<file path="src/rtl/conv_job_driver_if.sv">
// Job, converter and result signal bundle for conv_job_driver.
// master = the driver, slave = the surrounding front-end / converter.
interface conv_job_driver_if #(
  parameter int WIDTH  = 8,
  parameter int DIGITS = 3
);
  localparam int BW = 4 * DIGITS;
  localparam int DW = (WIDTH > BW) ? WIDTH : BW;

  logic          job_valid;
  logic          job_ready;
  logic [2:0]    job_op;
  logic [DW-1:0] job_data;

  logic             cv_start;
  logic [2:0]       cv_opcode;
  logic [WIDTH-1:0] cv_bin_in;
  logic [WIDTH-1:0] cv_gray_in;
  logic [BW-1:0]    cv_bcd_in;
  logic [BW-1:0]    cv_ex3_in;
  logic [WIDTH-1:0] cv_bin_out;
  logic [WIDTH-1:0] cv_gray_out;
  logic [BW-1:0]    cv_bcd_out;
  logic [BW-1:0]    cv_ex3_out;
  logic             cv_busy;
  logic             cv_done;

  logic          res_valid;
  logic          res_ready;
  logic [2:0]    res_op;
  logic [DW-1:0] res_data;
  logic          res_err;

  modport master (
    input  job_valid, job_op, job_data,
    output job_ready,
    output cv_start, cv_opcode, cv_bin_in, cv_gray_in, cv_bcd_in, cv_ex3_in,
    input  cv_bin_out, cv_gray_out, cv_bcd_out, cv_ex3_out, cv_busy, cv_done,
    output res_valid, res_op, res_data, res_err,
    input  res_ready
  );

  modport slave (
    output job_valid, job_op, job_data,
    input  job_ready,
    input  cv_start, cv_opcode, cv_bin_in, cv_gray_in, cv_bcd_in, cv_ex3_in,
    output cv_bin_out, cv_gray_out, cv_bcd_out, cv_ex3_out, cv_busy, cv_done,
    input  res_valid, res_op, res_data, res_err,
    output res_ready
  );
endinterface

</file>
<file path="src/rtl/conv_job_driver.sv">
// Single-job initiator for the code converter core: job port -> converter -> result port.
// Optional WAIT watchdog compiled in with CONV_JOB_DRIVER_TIMEOUT_EN.
module conv_job_driver #(
  parameter int WIDTH   = 8,
  parameter int DIGITS  = 3,
  parameter int TIMEOUT = 64
) (
  input  logic clk,
  input  logic rst_n,
  conv_job_driver_if.master bus
);
  localparam int BW = 4 * DIGITS;
  localparam int DW = (WIDTH > BW) ? WIDTH : BW;

  localparam logic [2:0] OP_B2G = 3'd0;
  localparam logic [2:0] OP_G2B = 3'd1;
  localparam logic [2:0] OP_B2D = 3'd2;
  localparam logic [2:0] OP_D2B = 3'd3;
  localparam logic [2:0] OP_D2X = 3'd4;
  localparam logic [2:0] OP_X2D = 3'd5;

  typedef enum logic [2:0] {IDLE, ISSUE, WAIT, CAP, HOLD} state_t;

  state_t           state;
  logic             job_ready;
  logic             cv_start;
  logic [2:0]       cv_opcode;
  logic [WIDTH-1:0] cv_bin_in;
  logic [WIDTH-1:0] cv_gray_in;
  logic [BW-1:0]    cv_bcd_in;
  logic [BW-1:0]    cv_ex3_in;
  logic             res_valid;
  logic [2:0]       res_op;
  logic [DW-1:0]    res_data;
  logic             res_err;

  logic accept;
  logic illegal;
  assign accept  = bus.job_valid & job_ready;
  assign illegal = (bus.job_op > OP_X2D);

`ifdef CONV_JOB_DRIVER_TIMEOUT_EN
  localparam int TW = (TIMEOUT > 2) ? $clog2(TIMEOUT) : 1;
  logic [TW-1:0] timer;
  logic          expired;
  assign expired = (timer == TW'(TIMEOUT - 1));
`endif

  // cv_busy is observed by the converter's own status path only.
  logic unused;
  assign unused = bus.cv_busy ^ (TIMEOUT > 1);

  always_ff @(posedge clk or negedge rst_n) begin
    if (!rst_n) begin
      state      <= IDLE;
      job_ready  <= 1'b0;
      cv_start   <= 1'b0;
      cv_opcode  <= '0;
      cv_bin_in  <= '0;
      cv_gray_in <= '0;
      cv_bcd_in  <= '0;
      cv_ex3_in  <= '0;
      res_valid  <= 1'b0;
      res_op     <= '0;
      res_data   <= '0;
      res_err    <= 1'b0;
`ifdef CONV_JOB_DRIVER_TIMEOUT_EN
      timer      <= '0;
`endif
    end else begin
      cv_start <= 1'b0;
      case (state)
        IDLE: begin
          if (accept) begin
            job_ready <= 1'b0;
            res_op    <= bus.job_op;
            if (illegal) begin
              // Converter is never touched; its inputs keep their last values.
              res_err   <= 1'b1;
              res_data  <= '0;
              res_valid <= 1'b1;
              state     <= HOLD;
            end else begin
              cv_opcode  <= bus.job_op;
              cv_bin_in  <= (bus.job_op == OP_B2G || bus.job_op == OP_B2D)
                            ? bus.job_data[WIDTH-1:0] : '0;
              cv_gray_in <= (bus.job_op == OP_G2B) ? bus.job_data[WIDTH-1:0] : '0;
              cv_bcd_in  <= (bus.job_op == OP_D2B || bus.job_op == OP_D2X)
                            ? bus.job_data[BW-1:0] : '0;
              cv_ex3_in  <= (bus.job_op == OP_X2D) ? bus.job_data[BW-1:0] : '0;
              cv_start   <= 1'b1;
              state      <= ISSUE;
            end
          end else begin
            job_ready <= 1'b1;
          end
        end
        ISSUE: begin
`ifdef CONV_JOB_DRIVER_TIMEOUT_EN
          timer <= '0;
`endif
          state <= WAIT;
        end
        WAIT: begin
          // done takes priority over a watchdog expiring in the same cycle
          if (bus.cv_done) begin
            state <= CAP;
`ifdef CONV_JOB_DRIVER_TIMEOUT_EN
          end else if (expired) begin
            res_err   <= 1'b1;
            res_data  <= '0;
            res_valid <= 1'b1;
            state     <= HOLD;
          end else begin
            timer <= timer + 1'b1;
`endif
          end
        end
        CAP: begin
          // One cycle after done, so the converter's output registers are settled.
          case (cv_opcode)
            OP_B2G:         res_data <= DW'(bus.cv_gray_out);
            OP_G2B, OP_D2B: res_data <= DW'(bus.cv_bin_out);
            OP_B2D, OP_X2D: res_data <= DW'(bus.cv_bcd_out);
            OP_D2X:         res_data <= DW'(bus.cv_ex3_out);
            default:        res_data <= '0;
          endcase
          res_err   <= 1'b0;
          res_valid <= 1'b1;
          state     <= HOLD;
        end
        HOLD: begin
          if (bus.res_ready) begin
            res_valid <= 1'b0;
            job_ready <= 1'b1;
            state     <= IDLE;
          end
        end
        default: state <= IDLE;
      endcase
    end
  end

  assign bus.job_ready  = job_ready;
  assign bus.cv_start   = cv_start;
  assign bus.cv_opcode  = cv_opcode;
  assign bus.cv_bin_in  = cv_bin_in;
  assign bus.cv_gray_in = cv_gray_in;
  assign bus.cv_bcd_in  = cv_bcd_in;
  assign bus.cv_ex3_in  = cv_ex3_in;
  assign bus.res_valid  = res_valid;
  assign bus.res_op     = res_op;
  assign bus.res_data   = res_data;
  assign bus.res_err    = res_err;

endmodule

</file>
<file path="src/flat_wrapper.sv">
// flat-port wrapper written by rule: the top's interface ports become plain ports
module conv_job_driver_flat 
#(
  parameter int WIDTH   = 8,
  parameter int DIGITS  = 3,
  parameter int TIMEOUT = 64
)
  (clk, rst_n, bus_job_valid, bus_job_op, bus_job_data, bus_job_ready, bus_cv_start, bus_cv_opcode, bus_cv_bin_in, bus_cv_gray_in, bus_cv_bcd_in, bus_cv_ex3_in, bus_cv_bin_out, bus_cv_gray_out, bus_cv_bcd_out, bus_cv_ex3_out, bus_cv_busy, bus_cv_done, bus_res_valid, bus_res_op, bus_res_data, bus_res_err, bus_res_ready);
  conv_job_driver_if #(.WIDTH(WIDTH), .DIGITS(DIGITS)) bus_i ();
  input  logic clk;
  input  logic rst_n;
  input wire logic [$bits(bus_i.job_valid)-1:0] bus_job_valid;
  input wire logic [$bits(bus_i.job_op)-1:0] bus_job_op;
  input wire logic [$bits(bus_i.job_data)-1:0] bus_job_data;
  output wire logic [$bits(bus_i.job_ready)-1:0] bus_job_ready;
  output wire logic [$bits(bus_i.cv_start)-1:0] bus_cv_start;
  output wire logic [$bits(bus_i.cv_opcode)-1:0] bus_cv_opcode;
  output wire logic [$bits(bus_i.cv_bin_in)-1:0] bus_cv_bin_in;
  output wire logic [$bits(bus_i.cv_gray_in)-1:0] bus_cv_gray_in;
  output wire logic [$bits(bus_i.cv_bcd_in)-1:0] bus_cv_bcd_in;
  output wire logic [$bits(bus_i.cv_ex3_in)-1:0] bus_cv_ex3_in;
  input wire logic [$bits(bus_i.cv_bin_out)-1:0] bus_cv_bin_out;
  input wire logic [$bits(bus_i.cv_gray_out)-1:0] bus_cv_gray_out;
  input wire logic [$bits(bus_i.cv_bcd_out)-1:0] bus_cv_bcd_out;
  input wire logic [$bits(bus_i.cv_ex3_out)-1:0] bus_cv_ex3_out;
  input wire logic [$bits(bus_i.cv_busy)-1:0] bus_cv_busy;
  input wire logic [$bits(bus_i.cv_done)-1:0] bus_cv_done;
  output wire logic [$bits(bus_i.res_valid)-1:0] bus_res_valid;
  output wire logic [$bits(bus_i.res_op)-1:0] bus_res_op;
  output wire logic [$bits(bus_i.res_data)-1:0] bus_res_data;
  output wire logic [$bits(bus_i.res_err)-1:0] bus_res_err;
  input wire logic [$bits(bus_i.res_ready)-1:0] bus_res_ready;
  assign bus_i.job_valid = bus_job_valid;
  assign bus_i.job_op = bus_job_op;
  assign bus_i.job_data = bus_job_data;
  assign bus_job_ready = bus_i.job_ready;
  assign bus_cv_start = bus_i.cv_start;
  assign bus_cv_opcode = bus_i.cv_opcode;
  assign bus_cv_bin_in = bus_i.cv_bin_in;
  assign bus_cv_gray_in = bus_i.cv_gray_in;
  assign bus_cv_bcd_in = bus_i.cv_bcd_in;
  assign bus_cv_ex3_in = bus_i.cv_ex3_in;
  assign bus_i.cv_bin_out = bus_cv_bin_out;
  assign bus_i.cv_gray_out = bus_cv_gray_out;
  assign bus_i.cv_bcd_out = bus_cv_bcd_out;
  assign bus_i.cv_ex3_out = bus_cv_ex3_out;
  assign bus_i.cv_busy = bus_cv_busy;
  assign bus_i.cv_done = bus_cv_done;
  assign bus_res_valid = bus_i.res_valid;
  assign bus_res_op = bus_i.res_op;
  assign bus_res_data = bus_i.res_data;
  assign bus_res_err = bus_i.res_err;
  assign bus_i.res_ready = bus_res_ready;
  conv_job_driver #(.WIDTH(WIDTH), .DIGITS(DIGITS), .TIMEOUT(TIMEOUT)) u_core (.clk(clk), .rst_n(rst_n), .bus(bus_i));
endmodule
</file>
<file path="config.mk">
export PLATFORM = sky130hd
export DESIGN_NAME = conv_job_driver_flat
export DESIGN_NICKNAME = d
export VERILOG_FILES = /design/src/rtl/conv_job_driver_if.sv /design/src/rtl/conv_job_driver.sv /design/src/flat_wrapper.sv
export SDC_FILE = /design/constraint.sdc
export NUM_CORES = 1
export LEC_CHECK = 0
export ABC_CLOCK_PERIOD_IN_PS = 1990
export CORE_ASPECT_RATIO = 0.7
export CORE_UTILIZATION = 45
export CTS_CLUSTER_SIZE = 40
export DETAILED_ROUTE_END_ITERATION = 7
export PLACE_DENSITY = 0.81
export SKIP_CTS_REPAIR_TIMING = 1
export SYNTH_ARGS = -nofsm -noshare
export SYNTH_HDL_FRONTEND = slang
export SYNTH_SLANG_ARGS = --single-unit
export TNS_END_PERCENT = 100
</file>
<file path="constraint.sdc">
create_clock -name clk -period 1.99 [get_ports clk]
set_input_delay 0.597 -clock clk [delete_from_list [all_inputs] [get_ports clk]]
set_output_delay 0.597 -clock clk [all_outputs]
set_load 0.1 [all_outputs]
</file>
[After elaboration in Yosys (flattened, before gate mapping)]
Cells that the tools add are included.
Cells by class
  bitwise operators: 2
  $lt $le $gt $ge: 1
  reductions and logical operators: 16
  mux-type cells: 24
  equal/unequal tests: 18
Operators by type and width (number)
  12-bit 2-to-1 mux: 4
  12-bit one-hot mux with 4 select lines: 1
  12-bit one-hot mux with 2 select lines: 1
  3-bit by 2-bit equality test with 1-bit output (second input constant): 6
  8-bit 2-to-1 mux: 2
  3-bit equality test (second input constant): 5
  3-bit one-hot mux with 5 select lines: 1
  3-bit 2-to-1 mux: 4
  3-bit by 1-bit equality test with 1-bit output (second input constant): 3
  3-bit logical NOT: 3
  3-bit AND reduction: 3
  1-bit 2-to-1 mux: 8
  2-bit by 1-bit inequality test with 1-bit output (second input constant): 2
  2-bit inequality test (second input constant): 2
  1-bit one-hot mux with 2 select lines: 2
  2-bit AND reduction: 2
  4-bit AND reduction: 1
  2-bit nonzero test: 2
  2-bit OR reduction: 2
  3-bit > comparator (second input constant): 1
  1-bit one-hot mux with 3 select lines: 1
  3-bit nonzero test: 1
  1-bit logical OR: 2
  1-bit AND: 1
  1-bit NOT: 1
Word-level totals
  output and inout port bits: 62
  input port bits: 61
  flip-flop bits (word level): 65
  word-level logic and storage cells: 73

[Logic depth before layout (Yosys ltp)]
  word-level depth: 4
  mapped depth: 6

[Least setup slack after synthesis]
OpenSTA, ideal clock, no wires.
  kind: register -> register
  start point: reg u_core.job_ready (netlist: u_core.bus.job_ready)
  end point: reg u_core.cv_bin_in[7] (netlist: u_core.bus.cv_bin_in[7])
  data arrival time: 2065 ps
  setup time: 122 ps
  setup slack: -197 ps
  cell stages (with the launch flop): 6
  clock period less this slack: 2187 ps
  path through: dfrtp_1 > and4bb_2 > buf_6 > nand3_4 > buf_2 > a22o_1
Between the ends
  longest elaborated chain between the ends: 2
Ends and longest elaborated chain
  start, declared: RTL line conv_job_driver.sv:25  | logic job_ready;
  start signal, assigned: RTL line conv_job_driver.sv:56  | job_ready <= 1'b0;
  start signal, assigned: RTL line conv_job_driver.sv:75  | job_ready <= 1'b0;
  start signal, assigned: RTL line conv_job_driver.sv:95  | job_ready <= 1'b1;
  1-bit AND: RTL line conv_job_driver.sv:39  | assign accept = bus.job_valid & job_ready;
  3-bit AND reduction (no source line)
  end signal, assigned: RTL line conv_job_driver.sv:85  | cv_bin_in <= (bus.job_op == OP_B2G || bus.job_op == OP_B2D)
  end, declared: RTL line conv_job_driver.sv:28  | logic [WIDTH-1:0] cv_bin_in;
No other way between the ends.
A chain may end at the register's enable or synchronous reset.

[Final worst setup path]
  start point: in bus_job_op[0]
  end point: reg u_core.cv_bcd_in[6] (netlist: u_core.bus.cv_bcd_in[6])
Between the ends
  longest elaborated chain between the ends: 3
  elaborated cells on any way between the ends: 7
Ends and longest elaborated chain
  start, declared: RTL line flat_wrapper.sv:13  | input wire logic [$bits(bus_i.job_op)-1:0] bus_job_op;
  3-bit > comparator (tied with other cells): RTL line conv_job_driver.sv:40  | assign illegal = (bus.job_op > OP_X2D);
  1-bit NOT (no source line) / 1-bit logical OR (equally long branches)
  3-bit AND reduction (no source line) / 12-bit 2-to-1 mux (equally long branches)
  end signal, assigned: RTL line conv_job_driver.sv:88  | cv_bcd_in <= (bus.job_op == OP_D2B || bus.job_op == OP_D2X)
  end, declared: RTL line conv_job_driver.sv:30  | logic [BW-1:0] cv_bcd_in;
Several ways; a longest one is shown, not always the timed one.

==> results.txt <==
The flow ran to the end, and the final reports show no timing, DRC or antenna violations. The post-synthesis xor/xnor area fraction came out at 0.260%. Among cell families on the critical path, the largest total delay comes from buffers and inverters. The detailed-routing iteration count for the pre-antenna-repair pass is 5. The number of vias per cell came out at 6.20. For the final database, setup skew stands at 5.79 ps. The count of flip-flops with a built-in enable after synthesis came out at 0. After Yosys synthesis, full adders, half adders and majority gates account for 0% of the synthesized area. The first global-routing pass estimated 17900 um of wire. The final-report setup violation count came out at 0. The most frequently used flop master after synthesis is sky130_fd_sc_hd__dfrtp_1. The netlist area before placement came out at 3370 sq um. The logic depth of the worst path, buffers included came out at 5. The combined area of the multi-input logic cells came out at 1560 sq um. Ranked by total cell area, the synthesized netlist is headed by sky130_fd_sc_hd__dfrtp_1 (48%), sky130_fd_sc_hd__a221o_1 (5.9%), sky130_fd_sc_hd__a22o_1 (5.5%).

The die extent in y is 74.4 um. The final-layout fill cell count is 407. The routed wirelength normalized by instance count is 21.7 um. The synthesized netlist devotes 27.6% of its cell area to compound gates. The area share of the largest cell type after synthesis came out at 48.3%.

The number of clock sinks seen by CTS is 65. Global routing used 30.2% of the available tracks across all layers. The pin count of the biggest net entering global routing is 66. The number of antenna violations at the first check in global routing is 0. The data arrival time of the critical path is 2220 ps. Summed over all instances, the cell type with the most area after synthesis is sky130_fd_sc_hd__dfrtp_1. The synthesized area divided by synthesized cell count came out at 11.3 sq um. In this run the remaining antenna-violating nets after routing total 0. The floorplan step defined a core boundary enclosing 7010 sq um. The endpoint identified for the worst register-to-register timing path is u_core.bus.cv_bcd_in[11]$_DFFE_PN0P_.

The worst setup path is captured at a register. The width of the die is 105 um. The clock insertion delay at the later pin of the skew report came out at 350 ps. For this design, the slowest cell found on the critical path is sky130_fd_sc_hd__clkdlybuf4s50_1. The final-layout setup total negative slack is 0 ps.

Cells with a size suffix above 1 make up 29.4% of the layout. The worst stage delay on the critical path came out at 620 ps. Counting both buffers and inverters, the worst setup path holds a total of 2. The total inserted antenna cells came out at 0. The data required time at the worst endpoint is 2280 ps.

For this block, the initial DRC count from the detailed router was 359. The site row count came out at 25. The minimum setup slack among reg-to-reg paths came out at 100 ps.

The worst setup margin came out at 57.0 ps. The number of levels in the clock H-tree is 3. Static timing analysis puts the maximum clock frequency at 0.517 GHz.

TritonCTS built the clock tree. The critical path startpoint category is an input pin. The final count of hold timing violations came out at 0. The final estimated routing congestion in global placement came out at 0.816. The number of synthesized register bits is 65. After detailed routing, the number of remaining DRC violations is 0. The clock passes through at most 2 buffers. The worst path needs 1930 ps of the cycle, external delays included.

The number of global-route vias before repair is 3218. The layout overhead on the synthesized area is 71.0%. The area enclosed by the die boundary is 7850 sq um. After synthesis, the largest family of logic cells by area is compound AO/OA/AOI/OAI gates.

The max-slew violation count came out at 0. The largest fanout on the critical path is 12. The number of cells produced by synthesis is 298. The worst register-to-register path has a depth of 4. The number of nets in the finished design is 498. In this run the critical register-to-register path is launched from u_core.state[2]$_DFFE_PN0P_. The placed wire-length estimate is 7910 um. The final global-route overflow total is 0. Synthesis instantiated 41 different standard cells from the library. The final cell utilization of the core is 82.3%. After Yosys synthesis, and, or, nand and nor cells account for 12.9% of the synthesized area. The initial core utilization is 48.1%. Headroom to the max-slew limit came out at 60.9%. The class of the tightest hold or removal check is in -> async. Clock-pin slew was measured on the worst setup and hold paths at 80 ps.

The CTS buffer count is 9. The post-synthesis sequential area ratio came out at 48.3%. The critical path in this run is classified as in -> reg. The top-level port count is 123. Setup repair after global routing left no endpoint under its margin. Prior to clock tree synthesis, the placed netlist has a worst setup slack of -321 ps. The number of nets in the synthesized netlist is 359.

The number of vias after detailed routing is 3323. For the pin with the worst max-slew slack, the measured transition is 585 ps. The number of I/O port buffers is 121. Summing all flip-flop and latch instances after layout gives 1630 sq um.

The async set or reset register ratio after synthesis is 100%. Wires add up to 11600 um. The multiplexer fraction of the synthesized cell area came out at 4.90%.

The max-capacitance violation count is 0. The final cycle utilization of the critical path is 97.1%. The root buffer cell chosen for the clock tree is sky130_fd_sc_hd__clkbuf_8.

Traced cell by cell, the critical path runs through clkdlybuf4s50_1 -> nor4bb_1 -> buf_12 -> and3_1 -> a221o_1. The yosys synthesis warning count came out at 0.
layout make-up:
cell class	count	area share, %
Clock buffer	9	2.15
Clock inverter	7	2.06
Inverter	11	0.716
Multi-Input combinational cell	190	27.1
Sequential cell	65	28.3
Tap cell	94	2.04
Timing Repair Buffer	160	37.6
cells in the mapped netlist (2+ instances only):
cell and instances:
sky130_fd_sc_hd__a2bb2oi_1 4, sky130_fd_sc_hd__a22o_1 21, sky130_fd_sc_hd__a32oi_1 12, sky130_fd_sc_hd__nand2b_1 3, sky130_fd_sc_hd__nor3b_1 2, sky130_fd_sc_hd__nand2_1 4
sky130_fd_sc_hd__nor3_1 9, sky130_fd_sc_hd__buf_6 3, sky130_fd_sc_hd__mux2_2 4, sky130_fd_sc_hd__buf_1 3, sky130_fd_sc_hd__and3_1 13, sky130_fd_sc_hd__nor2b_1 8
sky130_fd_sc_hd__a221o_1 20, sky130_fd_sc_hd__mux2i_1 12, sky130_fd_sc_hd__nor2_1 4, sky130_fd_sc_hd__a211o_1 8, sky130_fd_sc_hd__a21oi_1 13, sky130_fd_sc_hd__dfrtp_1 65
sky130_fd_sc_hd__o2bb2ai_1 16, sky130_fd_sc_hd__and2_1 7, sky130_fd_sc_hd__clkbuf_1 14, sky130_fd_sc_hd__buf_2 13, sky130_fd_sc_hd__inv_1 11, sky130_fd_sc_hd__a41o_1 7
sky130_fd_sc_hd__o31ai_1 2, sky130_fd_sc_hd__nor4b_1 5
flip-flops by register name (all words and copies together), names as in the netlist, 3 cells and up:
name,cells
u_core.bus.res_op,3
u_core.bus.res_data,12
u_core.bus.cv_bin_in,8
u_core.bus.cv_bcd_in,12
u_core.bus.cv_gray_in,8
u_core.bus.cv_opcode,3
u_core.state,3
u_core.bus.cv_ex3_in,12
worst max-delay path by stage:
stage,start,end,slack [ps]
finish,bus_job_op[0],u_core.bus.cv_bcd_in[6]$_DFFE_PN0P_,60
detailed placement,bus_job_valid,u_core.bus.cv_opcode[0]$_DFFE_PN0P_,-320
CTS,bus_job_valid,u_core.bus.cv_opcode[0]$_DFFE_PN0P_,30
global route,bus_job_valid,u_core.bus.res_data[0]$_DFFE_PN0P_,5
floorplan,u_core.bus.cv_opcode[0]$_DFFE_PN0P_,u_core.bus.res_data[2]$_DFFE_PN0P_,50
global placement,bus_job_valid,u_core.bus.cv_opcode[0]$_DFFE_PN0P_,-300
placed cells by master, fill, tap and decap left out, types with 5 or more instances in the layout:
| cell type | n |
|---|---|
| sky130_fd_sc_hd__a221o_1 | 20 |
| sky130_fd_sc_hd__buf_12 | 66 |
| sky130_fd_sc_hd__nor3_1 | 9 |
| sky130_fd_sc_hd__clkdlybuf4s50_1 | 58 |
| sky130_fd_sc_hd__and3_1 | 13 |
| sky130_fd_sc_hd__buf_4 | 35 |
| sky130_fd_sc_hd__inv_1 | 11 |
| sky130_fd_sc_hd__o2bb2ai_1 | 16 |
| sky130_fd_sc_hd__nor4b_1 | 5 |
| sky130_fd_sc_hd__clkbuf_8 | 9 |
| sky130_fd_sc_hd__nor2b_1 | 8 |
| sky130_fd_sc_hd__a41o_1 | 7 |
| sky130_fd_sc_hd__a21oi_1 | 13 |
| sky130_fd_sc_hd__dfrtp_1 | 63 |
| sky130_fd_sc_hd__and2_1 | 7 |
| sky130_fd_sc_hd__a32oi_1 | 12 |
| sky130_fd_sc_hd__a22o_1 | 21 |
| sky130_fd_sc_hd__a211o_1 | 8 |
| sky130_fd_sc_hd__mux2i_1 | 12 |
cells by family after synthesis:
| kind of cell | after synthesis |
|---|---|
| AOI/OAI and AO/OA | 109 |
| xor gates and xnor gates | 1 |
| and+or+nand+nor | 63 |
| DFF | 65 |
| muxes | 16 |
| buffers and inverters | 44 |
metrics by stage:
step	hold slack (ps)	cell area, sq um	instances
finish	242	5760	536
CTS	262	5740	535
global route	270	5760	536
floorplan	301	3370	298
detailed placement	538	5500	519
global placement	533	5500	519
layer usage:
| layer | vias to the layer above | GRT usage (%) | share of wire, % |
|---|---|---|---|
| li1 | 1457 | - | - |
| met3 | 23 | 7.62 | 7.6 |
| met2 | 180 | 51.3 | 49 |
| met5 | - | 0 | 0 |
| met1 | 1663 | 39.5 | 42 |
| met4 | 0 | 6.89 | 1.6 |
Power is left out: the tool's default activity adds up to more than one toggle a clock period on the data nets, which glitch-free logic cannot reach.
